$ cat config.mk
export PLATFORM = sky130hd
export DESIGN_NAME = mux_line_scheduler_flat
export DESIGN_NICKNAME = d
export VERILOG_FILES = /design/src/rtl/mux_line_scheduler_if.sv /design/src/rtl/mux_line_scheduler.sv /design/src/flat_wrapper.sv
export SDC_FILE = /design/constraint.sdc
export NUM_CORES = 1
export LEC_CHECK = 0
export CAP_MARGIN = 20
export CELL_PAD_IN_SITES_DETAIL_PLACEMENT = 1
export CELL_PAD_IN_SITES_GLOBAL_PLACEMENT = 1
export CORE_ASPECT_RATIO = 1.5
export CORE_MARGIN = 2
export CORE_UTILIZATION = 41
export DETAILED_ROUTE_END_ITERATION = 16
export GPL_ROUTABILITY_DRIVEN = 0
export GPL_TIMING_DRIVEN = 0
export HOLD_SLACK_MARGIN = 0.12
export PLACE_DENSITY_LB_ADDON = 0.1
export SKIP_LAST_GASP = 1
export SYNTH_ARGS = -nofsm -noshare
export SYNTH_HDL_FRONTEND = slang
export SYNTH_SLANG_ARGS = --single-unit
export TNS_END_PERCENT = 10
$ cat constraint.sdc
create_clock -name clki -period 2.2 [get_ports clki]
set_input_delay 0.44 -clock clki [delete_from_list [all_inputs] [get_ports clki]]
set_output_delay 0.44 -clock clki [all_outputs]
set_load 0.03 [all_outputs]
$ cat src/rtl/mux_line_scheduler_if.sv
// Frame handoff channel between the mux line scheduler and the UART readout path.
// The source presents a finished frame (frame_valid, frame_chan) and holds it until the sink
// raises frame_ready; a transfer happens on any cycle where both are high.
//   frame_valid  source -> sink  frame ready for readout
//   frame_chan   source -> sink  mux channel index of the presented frame
//   frame_ready  sink -> source  readout accepts the frame
interface mux_line_scheduler_if #(
    parameter int MUX_LINES = 2
) ();
    logic                 frame_valid;
    logic [MUX_LINES-1:0] frame_chan;
    logic                 frame_ready;

    modport master (
        output frame_valid,
        output frame_chan,
        input  frame_ready
    );

    modport slave (
        input  frame_valid,
        input  frame_chan,
        output frame_ready
    );
endinterface

$ cat src/rtl/mux_line_scheduler.sv
// Mux line scheduler: sweeps the enabled mux channels, and for each one selects it, waits a
// settle time, gates the correlator accumulators for an integration window, then hands the
// frame to the readout path over a valid/ready handshake.
// Ports:
//   clki           system clock
//   reset_n        synchronous reset, active low
//   enable         run request
//   chan_mask      per-channel enable, bit i enables mux channel i
//   settle_cycles  settle delay after each mux switch (cycles)
//   window_len     integration length in cycles (0 behaves as 1)
//   mux_addr       mux channel select
//   mux_oe         mux output enable
//   acc_clear      one-cycle accumulator clear at the start of each channel
//   acc_en         accumulator gate
//   frame          frame handoff (master side: frame_valid, frame_chan out; frame_ready in)
//   sweep_done     one-cycle pulse at the end of each sweep
//   sweep_count    completed sweeps, wrapping
//   busy           high whenever the scheduler is not idle
module mux_line_scheduler #(
    parameter  int MUX_LINES    = 2,
    parameter  int SETTLE_WIDTH = 8,
    parameter  int WINDOW_WIDTH = 16,
    parameter  int SWEEP_WIDTH  = 16,
    localparam int MUX_CHANNELS = 2 ** MUX_LINES
) (
    input  logic                    clki,
    input  logic                    reset_n,
    input  logic                    enable,
    input  logic [MUX_CHANNELS-1:0] chan_mask,
    input  logic [SETTLE_WIDTH-1:0] settle_cycles,
    input  logic [WINDOW_WIDTH-1:0] window_len,
    output logic [MUX_LINES-1:0]    mux_addr,
    output logic                    mux_oe,
    output logic                    acc_clear,
    output logic                    acc_en,
    mux_line_scheduler_if.master    frame,
    output logic                    sweep_done,
    output logic [SWEEP_WIDTH-1:0]  sweep_count,
    output logic                    busy
);

    // One extra bit so that stepping past the last channel reads as "none found".
    localparam int PTR_W = MUX_LINES + 1;

    typedef enum logic [2:0] {
        StIdle,
        StSelect,
        StSettle,
        StIntegrate,
        StDump
    } state_e;

    state_e                  state;
    logic [MUX_CHANNELS-1:0] mask_s;
    logic [SETTLE_WIDTH-1:0] settle_s;
    logic [WINDOW_WIDTH-1:0] window_s;
    logic [SETTLE_WIDTH-1:0] settle_cnt;
    logic [WINDOW_WIDTH-1:0] window_cnt;
    logic [PTR_W-1:0]        ptr;
    logic                    frame_valid_q;
    logic [MUX_LINES-1:0]    frame_chan_q;

    logic                    start_ok;
    logic [WINDOW_WIDTH-1:0] window_clamped;
    logic                    found;
    logic [MUX_LINES-1:0]    found_idx;

    assign start_ok       = enable && (chan_mask != '0);
    assign window_clamped = (window_len == '0) ? WINDOW_WIDTH'(1) : window_len;

    assign frame.frame_valid = frame_valid_q;
    assign frame.frame_chan  = frame_chan_q;

    // Lowest set bit of the shadow mask at or above ptr; scanning downwards lets the lowest
    // qualifying index win.
    always_comb begin
        found     = 1'b0;
        found_idx = '0;
        for (int i = MUX_CHANNELS - 1; i >= 0; i--) begin
            if (mask_s[i] && (PTR_W'(i) >= ptr)) begin
                found     = 1'b1;
                found_idx = MUX_LINES'(i);
            end
        end
    end

    always_ff @(posedge clki) begin
        if (!reset_n) begin
            state         <= StIdle;
            mask_s        <= '0;
            settle_s      <= '0;
            window_s      <= '0;
            settle_cnt    <= '0;
            window_cnt    <= '0;
            ptr           <= '0;
            mux_addr      <= '0;
            mux_oe        <= 1'b0;
            acc_clear     <= 1'b0;
            acc_en        <= 1'b0;
            frame_valid_q <= 1'b0;
            frame_chan_q  <= '0;
            sweep_done    <= 1'b0;
            sweep_count   <= '0;
            busy          <= 1'b0;
        end else begin
            acc_clear  <= 1'b0;
            sweep_done <= 1'b0;
            unique case (state)
                StIdle: begin
                    if (start_ok) begin
                        mask_s   <= chan_mask;
                        settle_s <= settle_cycles;
                        window_s <= window_clamped;
                        ptr      <= '0;
                        busy     <= 1'b1;
                        state    <= StSelect;
                    end
                end
                StSelect: begin
                    // A dropped enable ends the sweep here even if masked channels remain.
                    if (enable && found) begin
                        mux_addr   <= found_idx;
                        mux_oe     <= 1'b1;
                        acc_clear  <= 1'b1;
                        settle_cnt <= settle_s;
                        state      <= StSettle;
                    end else begin
                        sweep_done  <= 1'b1;
                        sweep_count <= sweep_count + SWEEP_WIDTH'(1);
                        if (start_ok) begin
                            // Continuous sweeping: mux_oe stays up across the boundary.
                            mask_s   <= chan_mask;
                            settle_s <= settle_cycles;
                            window_s <= window_clamped;
                            ptr      <= '0;
                        end else begin
                            mux_oe <= 1'b0;
                            busy   <= 1'b0;
                            state  <= StIdle;
                        end
                    end
                end
                StSettle: begin
                    if (settle_cnt == '0) begin
                        window_cnt <= window_s;
                        acc_en     <= 1'b1;
                        state      <= StIntegrate;
                    end else begin
                        settle_cnt <= settle_cnt - SETTLE_WIDTH'(1);
                    end
                end
                StIntegrate: begin
                    if (window_cnt == WINDOW_WIDTH'(1)) begin
                        acc_en        <= 1'b0;
                        frame_valid_q <= 1'b1;
                        frame_chan_q  <= mux_addr;
                        state         <= StDump;
                    end else begin
                        window_cnt <= window_cnt - WINDOW_WIDTH'(1);
                    end
                end
                StDump: begin
                    if (frame.frame_ready) begin
                        frame_valid_q <= 1'b0;
                        ptr           <= PTR_W'(mux_addr) + PTR_W'(1);
                        state         <= StSelect;
                    end
                end
                default: state <= StIdle;
            endcase
        end
    end

endmodule

$ cat src/flat_wrapper.sv
// flat-port wrapper written by rule: the top's interface ports become plain ports
module mux_line_scheduler_flat 
#(
    parameter  int MUX_LINES    = 2,
    parameter  int SETTLE_WIDTH = 8,
    parameter  int WINDOW_WIDTH = 16,
    parameter  int SWEEP_WIDTH  = 16,
    localparam int MUX_CHANNELS = 2 ** MUX_LINES
)
  (clki, reset_n, enable, chan_mask, settle_cycles, window_len, mux_addr, mux_oe, acc_clear, acc_en, sweep_done, sweep_count, busy, frame_frame_valid, frame_frame_chan, frame_frame_ready);
  mux_line_scheduler_if #(.MUX_LINES(MUX_LINES)) frame_i ();
  input  logic clki;
  input  logic reset_n;
  input  logic enable;
  input  logic [MUX_CHANNELS-1:0] chan_mask;
  input  logic [SETTLE_WIDTH-1:0] settle_cycles;
  input  logic [WINDOW_WIDTH-1:0] window_len;
  output logic [MUX_LINES-1:0] mux_addr;
  output logic mux_oe;
  output logic acc_clear;
  output logic acc_en;
  output logic sweep_done;
  output logic [SWEEP_WIDTH-1:0] sweep_count;
  output logic busy;
  output wire logic [$bits(frame_i.frame_valid)-1:0] frame_frame_valid;
  output wire logic [$bits(frame_i.frame_chan)-1:0] frame_frame_chan;
  input wire logic [$bits(frame_i.frame_ready)-1:0] frame_frame_ready;
  assign frame_frame_valid = frame_i.frame_valid;
  assign frame_frame_chan = frame_i.frame_chan;
  assign frame_i.frame_ready = frame_frame_ready;
  mux_line_scheduler #(.MUX_LINES(MUX_LINES), .SETTLE_WIDTH(SETTLE_WIDTH), .WINDOW_WIDTH(WINDOW_WIDTH), .SWEEP_WIDTH(SWEEP_WIDTH)) u_core (.clki(clki), .reset_n(reset_n), .enable(enable), .chan_mask(chan_mask), .settle_cycles(settle_cycles), .window_len(window_len), .mux_addr(mux_addr), .mux_oe(mux_oe), .acc_clear(acc_clear), .acc_en(acc_en), .frame(frame_i), .sweep_done(sweep_done), .sweep_count(sweep_count), .busy(busy));
endmodule
==> qor.yml, run 1 <==
worst_slew_pin_slew_ns: 0.704
grt_max_degree: 15
wl_met3_microns: 465
irDropWorstVdd_v: 0.000423
grt_util_all_layers_pct: 28.8
synth-simple-area-share_pct: 25.8
vias: 4696
portBuffers: 57
finalSetupViolations: 3
dp_hpwl_mm: 11.5
cp-start-kind: "register"
ant_nets: 0
slew_headroom_pct: 53.0
netlist_instances: 557
setup.worst_path.start: "u_core.ptr[1]"
pwr_density_cell_mw_per_mm2: 730
violations: "setup timing"
cap_viol_max_count: 0
tns_ns: -0.0394
rows: 46
wirelength_mm: 15.9
wl_met1_mm: 6.22
r2r-start: "u_core.ptr[1]"
synthMuxAreaShare_pct: 1.83
grt_overflow: 0
hold_start: "u_core.sweep_count[15]"
drtPass1Iterations: 4
post_dp_cell_area_sq_mm: 0.00512
worst-setup-path-type: "register to register"
yosys.area_share.adder_pct: 1.72
core_sq_mm: 0.0105
async_reset_ff_share_pct: 0
drt_iter0_drc: 195
syn_avg_cell_area_sq_um: 7.84
ys_ff_latch: 84
syn-cell-area_sq_mm: 0.00437
min_path_type: "register to register"
fp.dieH_microns: 130
final-hold-violation-count: 0
arrival_ns: 2.50
layout_commonest_cell: "dfxtp_1"
ff2ff_path_depth: 7
cts_root_buffer: "clkbuf_16"
synth_compound_area_share_pct: 26.0
crit_fanout: 10
clock-sinks: 84
fp.dieW_microns: 88.3
cts-hold-fix-buffers: 0
total_power_w: 0.00407
cts_max_path_buffers: 2
finalCriticalPeriod_ns: 2.22
synth_top_flop_cell: "dfxtp_1"
layout-drive-gt1-share_pct: 9.62
ys_seq_area_share_pct: 38.5
initial_core_util_pct: 41.7
cts_tree: "built"
vias_per_cell: 6.04
layout_setup_ws_ns: -0.0231
drv_slew: 0
yosysWarnings: 0
dieArea_sq_mm: 0.0115
critPathRequiredTime_ns: 2.48
dr_wl_met2_mm: 8.65
clk_latency_ns: 0.35
wl_per_cell_microns: 20.5
synth_edf_count: 0
final_area_sq_mm: 0.00557
power.leakage_nw: 1.90
hold_depth: 2
cts_made_buffers: 9
finalClockSkew_ns: 0.00900
period_share_pct: 101
cts_max_level: 3
syn_nets: 595
antenna_found_initial: 0
worst_setup_path_end_kind: "register"
synth_cell_types: 60
synthXorXnorAreaFrac_pct: 0
outcome: "finished, violations left"
io_pins: 58
top_layer: "met4"
fmax_mhz: 450
rsz0062_at_grt: "true"
grt_pass1_wl_mm: 25.4
area_delta_synth_final_pct: 27.6
synth_top_family_by_area: "compound AO/OA/AOI/OAI gates"
clk_pin_slew_ns: 0.07
diodes: 0
drc_errors: 0
grt_pass1_vias: 5022
fin_nets: 667
final_cell_mix: "dfxtp_1 (82), a21oi_1 (74), clkdlybuf4s50_1 (57)"
## registers in the layout, summed over array words and instances (netlist names)
signal	count
u_core.sweep_count	16
u_core.window_cnt	16
u_core.window_s	16
u_core.settle_cnt	8
u_core.settle_s	8
u_core.mask_s	4
u_core.ptr	3
u_core.state	3
u_core.frame.frame_chan	2
u_core.mux_addr	2
u_core.acc_clear	1
u_core.acc_en	1
u_core.busy	1
u_core.frame.frame_valid	1
u_core.mux_oe	1
u_core.sweep_done	1
## per-stage QoR
stage               cells  setup WS (ns)  hold slack [ns]  utilization [%]
global placement      758         -0.809            0.457             48.9
finish                778        -0.0231            0.475             53.2
CTS                   774         -0.141            0.474             52.4
detailed placement    758         -0.813            0.462             48.9
global route          778         -0.135            0.506             53.2
floorplan             557          0.233            0.448                -
## what timing repair did
item / in CTS / in global routing
resized for setup: 5 / 18
endpoints found under the setup margin: 54 / 74
buffers inserted: 0 / 5
pin swaps: 0 / 2
## worst max-delay path, cell delays in order (launching register included)
cell and delay (ns):
dfxtp_1 0.44, a21boi_1 0.17, or2_2 0.32, o21ai_1 0.30, buf_2 0.31, buf_2 0.32, nand3_1 0.14, a21oi_1 0.15
## metal layers
metal | track usage (%) | vias to the layer above
li1 | - | 2203
met1 | 32.1 | 2347
met2 | 52.2 | 108
met3 | 4.52 | 38
met4 | 14.0 | 0
met5 | 0 | -
## cell usage after synthesis (all sizes together), types with 2 or more instances
| master | count | share of area [%] |
|---|---|---|
| buf | 12 | 1.9 |
| and2 | 2 | 0.29 |
| nand2 | 41 | 3.5 |
| a21o | 8 | 1.4 |
| o31ai | 7 | 1.2 |
| o211ai | 7 | 1.2 |
| a21oi | 75 | 8.6 |
| nand4 | 7 | 1.0 |
| o21ai | 49 | 5.6 |
| a31oi | 4 | 0.57 |
| a41oi | 2 | 0.57 |
| ha | 6 | 1.7 |
| dfxtp | 84 | 39 |
| and3 | 3 | 0.43 |
| a21boi | 2 | 0.43 |
| o311ai | 5 | 1.0 |
| nor2 | 37 | 3.6 |
| or3 | 5 | 0.72 |
| or3b | 3 | 0.60 |
| nor4b | 4 | 0.80 |
| or4 | 8 | 1.5 |
| nand2b | 15 | 2.1 |
| nor2b | 2 | 0.29 |
| clkbuf | 36 | 3.2 |
| o22ai | 4 | 0.57 |
| mux2i | 8 | 1.8 |
| or2 | 2 | 0.29 |
| or4b | 2 | 0.46 |
| a211o | 2 | 0.40 |
| o32ai | 4 | 0.80 |
| inv | 12 | 1.0 |
| a211oi | 2 | 0.34 |
| nand3 | 45 | 5.2 |
| nor4 | 14 | 2.3 |
| nand3b | 2 | 0.34 |
| nor3 | 18 | 2.2 |
| o41ai | 6 | 1.2 |
## final cells by class
class                   instances  area [sq um]
clock inverters                 5           108
flip-flops and latches         84          1680
well taps                     144           180
inverters                      13          48.8
clock buffers                  11           243
multi-input cells             412          2480
fillers                      1309          4900
plain buffers                  47           223
repair buffers                 62           608
## worst paths after layout
| path | slack (ns) | endpoint |
|---|---|---|
| max | -0.02 | u_core.settle_s[5] |
| min | 0.47 | u_core.sweep_count[15] |
| max reg2reg | -0.02 | u_core.settle_s[5] |
| min reg2reg | 0.47 | u_core.sweep_count[15] |
## power breakdown
part	total [W]	switching (W)	internal, W
Sequential	0.00163	0.0000534	0.00158
Clock	0.00181	0.000662	0.00115
Combinational	0.000623	0.000392	0.000231
## logic make-up after synthesis
kind of cell,after synthesis
AO/OA/AOI/OAI,187
adder cells (fa/ha/maj),6
buffers and inverters,61
flip-flops,84
multiplexers,8
AND/OR/NAND/NOR,211
Note: power is estimated with default switching activity, not from simulation.
==> run 2, diff against run 1 <==
--- a/config.mk
+++ b/config.mk
@@ -5,17 +5,18 @@
 export SDC_FILE = /design/constraint.sdc
 export NUM_CORES = 1
 export LEC_CHECK = 0
+export ABC_AREA = 1
 export CAP_MARGIN = 20
 export CELL_PAD_IN_SITES_DETAIL_PLACEMENT = 1
 export CELL_PAD_IN_SITES_GLOBAL_PLACEMENT = 1
 export CORE_ASPECT_RATIO = 1.5
-export CORE_MARGIN = 2
-export CORE_UTILIZATION = 41
+export CORE_UTILIZATION = 39
 export DETAILED_ROUTE_END_ITERATION = 16
 export GPL_ROUTABILITY_DRIVEN = 0
 export GPL_TIMING_DRIVEN = 0
 export HOLD_SLACK_MARGIN = 0.12
 export PLACE_DENSITY_LB_ADDON = 0.1
+export RECOVER_POWER = 50
 export SKIP_LAST_GASP = 1
 export SYNTH_ARGS = -nofsm -noshare
 export SYNTH_HDL_FRONTEND = slang
==> run 2 against run 1 <==
The flow now finishes without violations. Cell area shrank 4.1%. Synthesized area shrank 0.43%. Synthesized cell count grew 17%. Critical path type is now input pin to register. Critical endpoint is now u_core.sweep_count[6]. Largest cell class unchanged. Highest routed layer unchanged.
==> qor.yml, run 2 <==
cts_max_level: 3
yosysTopAreaCellShare_pct: 38.7
crit_fanout: 10
fp.dieH_microns: 131
cts_root_buffer: "clkbuf_16"
min_path_type: "register to register"
yosysWarnings: 0
r2r-start: "u_core.state[2]"
synth_most_common_cell: "nand2_1"
fp.dieW_microns: 88.2
clk_pin_slew_ns: 0.06
outcome: "complete, no violations"
layout_setup_ws_ns: 0.243
clock-sinks: 84
syn_nets: 687
cp-start-kind: "input pin"
synth_top_flop_cell: "dfxtp_1"
dieArea_sq_mm: 0.0116
dp_cells: 850
worst-setup-path-type: "input pin to register"
post_dp_cell_area_sq_mm: 0.00510
fmax_mhz: 511
worst_setup_path_end_kind: "register"
async_reset_ff_share_pct: 0
hold_start: "u_core.window_s[8]"
reg2reg_slack_ns: 0.28
rsz0062_at_grt: "false"
slew_headroom_pct: 43.9
dp_hpwl_mm: 10.3
r2r_end: "u_core.sweep_count[8]"
grt_util_all_layers_pct: 24.2
finalClockSkew_ns: 0.00579
drc_errors: 0
io_pins: 58
critPathRequiredTime_ns: 2.48
final_cell_mix: "nand2_1 (158), nor2_1 (89), dfxtp_1 (84)"
synth_cell_types: 33
drtPass1Iterations: 4
period_share_pct: 88.9
ant_nets: 0
grt_pass1_vias: 4593
cts-hold-fix-buffers: 0
portBuffers: 57
power.leakage_nw: 2.21
setup.worst_path.start: "reset_n"
hold_slack_ns: 0.463
rows: 46
cts_resized: 0
crit_end: "u_core.sweep_count[6]"
vias_per_cell: 5.13
grt_max_degree: 14
irDropWorstVdd_v: 0.000489
syn_avg_cell_area_sq_um: 6.70
synth_common_cells: "nand2_1 (155), nor2_1 (86), dfxtp_1 (84)"
final-instance-count-excl-fill: 866
final_area_sq_mm: 0.00534
drv_slew: 0
tns_ns: 0
core_sq_mm: 0.0107
area_delta_synth_final_pct: 22.9
pwr_density_cell_mw_per_mm2: 1200
synth.area.top_cells: "dfxtp_1 (39%), nand2_1 (13%), a21oi_1 (7.9%), nor2_1 (7.4%), o21ai_0 (5.6%)"
ys_seq_area_share_pct: 38.7
clk_latency_ns: 0.34
ys_ff_latch: 84
postCtsSetupRepairBufs: 0
wl_per_cell_microns: 15.3
drt_iter0_drc: 113
final-hold-violation-count: 0
vias: 4440
cts_made_buffers: 9
cts_tree: "built"
ff2ff_path_depth: 8
netlist_instances: 649
grt_overflow: 0
pre_cts_ws_ns: -0.102
arrival_ns: 2.23
grt_pass1_wl_mm: 21.6
synth_edf_count: 0
worst_slew_pin_slew_ns: 0.841
finalSetupViolations: 0
synth_top_cell_by_area: "dfxtp_1"
finalCriticalPeriod_ns: 1.96
cts_max_path_buffers: 2
initial_core_util_pct: 40.6
layout-drive-gt1-share_pct: 7.06
wirelength_mm: 13.3
syn-cell-area_sq_mm: 0.00435
diodes: 0
reg.largest.list: "u_core.sweep_count x16, u_core.window_cnt x16, u_core.window_s x16"
cap_viol_max_count: 0
fin_nets: 755
layout_commonest_cell: "nand2_1"
antenna_found_initial: 0
## run 2: changes by cell type after synthesis, sizes merged, moves of 7 or more
cell    change
a21o        -8
clkbuf     -24
inv        +53
mux2i       -8
nand2     +120
nand2b     -15
nor2       +56
nor4       -10
o211ai      -7
o21ai       +8
or4         -8
xor2        +7
## run 2: power by group
part | switching, W | internal (W) | leakage [nW]
Combinational | 0.00187 | 0.000968 | 1.39
Sequential | 0.000275 | 0.00186 | 0.685
Clock | 0.000635 | 0.000824 | 0.142
Total | 0.00278 | 0.00365 | 2.21
## run 2: logic make-up (layout without fill, tap and decap cells)
logic type	after synthesis	after routing	synth area share, %
AO/OA/AOI/OAI	132	132	16.0
XOR/XNOR	9	9	1.81
adder cells (fa/ha/maj)	6	6	1.73
buffers and inverters	88	161	8.66
flip-flops	84	84	38.7
AND/OR/NAND/NOR	330	330	33.1
## run 2: worst min path at each step
stage	endpoint	slack [ns]	cells after the start
floorplan	u_core.mask_s[0]	0.44	2
global placement	u_core.window_s[11]	0.45	2
detailed placement	u_core.mask_s[2]	0.46	2
CTS	u_core.window_s[8]	0.47	2
global route	u_core.mask_s[2]	0.48	2
finish	u_core.window_s[8]	0.46	2
## run 2: routing by layer
layer | vias to the layer above | track usage (%) | wire, microns
li1 | 2230 | - | -
met1 | 2129 | 25.8 | 5330
met2 | 61 | 45.6 | 7310
met3 | 20 | 4.15 | 331
met4 | 0 | 8.87 | 308
met5 | - | 0 | 0
## run 2: final cells by class
cell class	instances	area, sq um
inverter	65	244
sequential	84	1680
tap	144	180
buffer	23	126
timing repair buffer	57	571
fill	1451	5360
clock inverter	4	23.8
clock buffer	12	256
multi-input combinational	477	2260
## run 2: worst max-delay path: stages
cell	delay (ns)
clkdlybuf4s50_1	0.47
clkbuf_1	0.44
clkbuf_1	0.55
o21ai_0	0.21
nor2_1	0.12
## run 2: metrics by stage
step	utilization, %	power (W)
floorplan	-	0.00423
global placement	47.6	0.00493
detailed placement	47.6	0.00504
CTS	50.2	0.00653
global route	49.9	0.00691
finish	49.9	0.00643
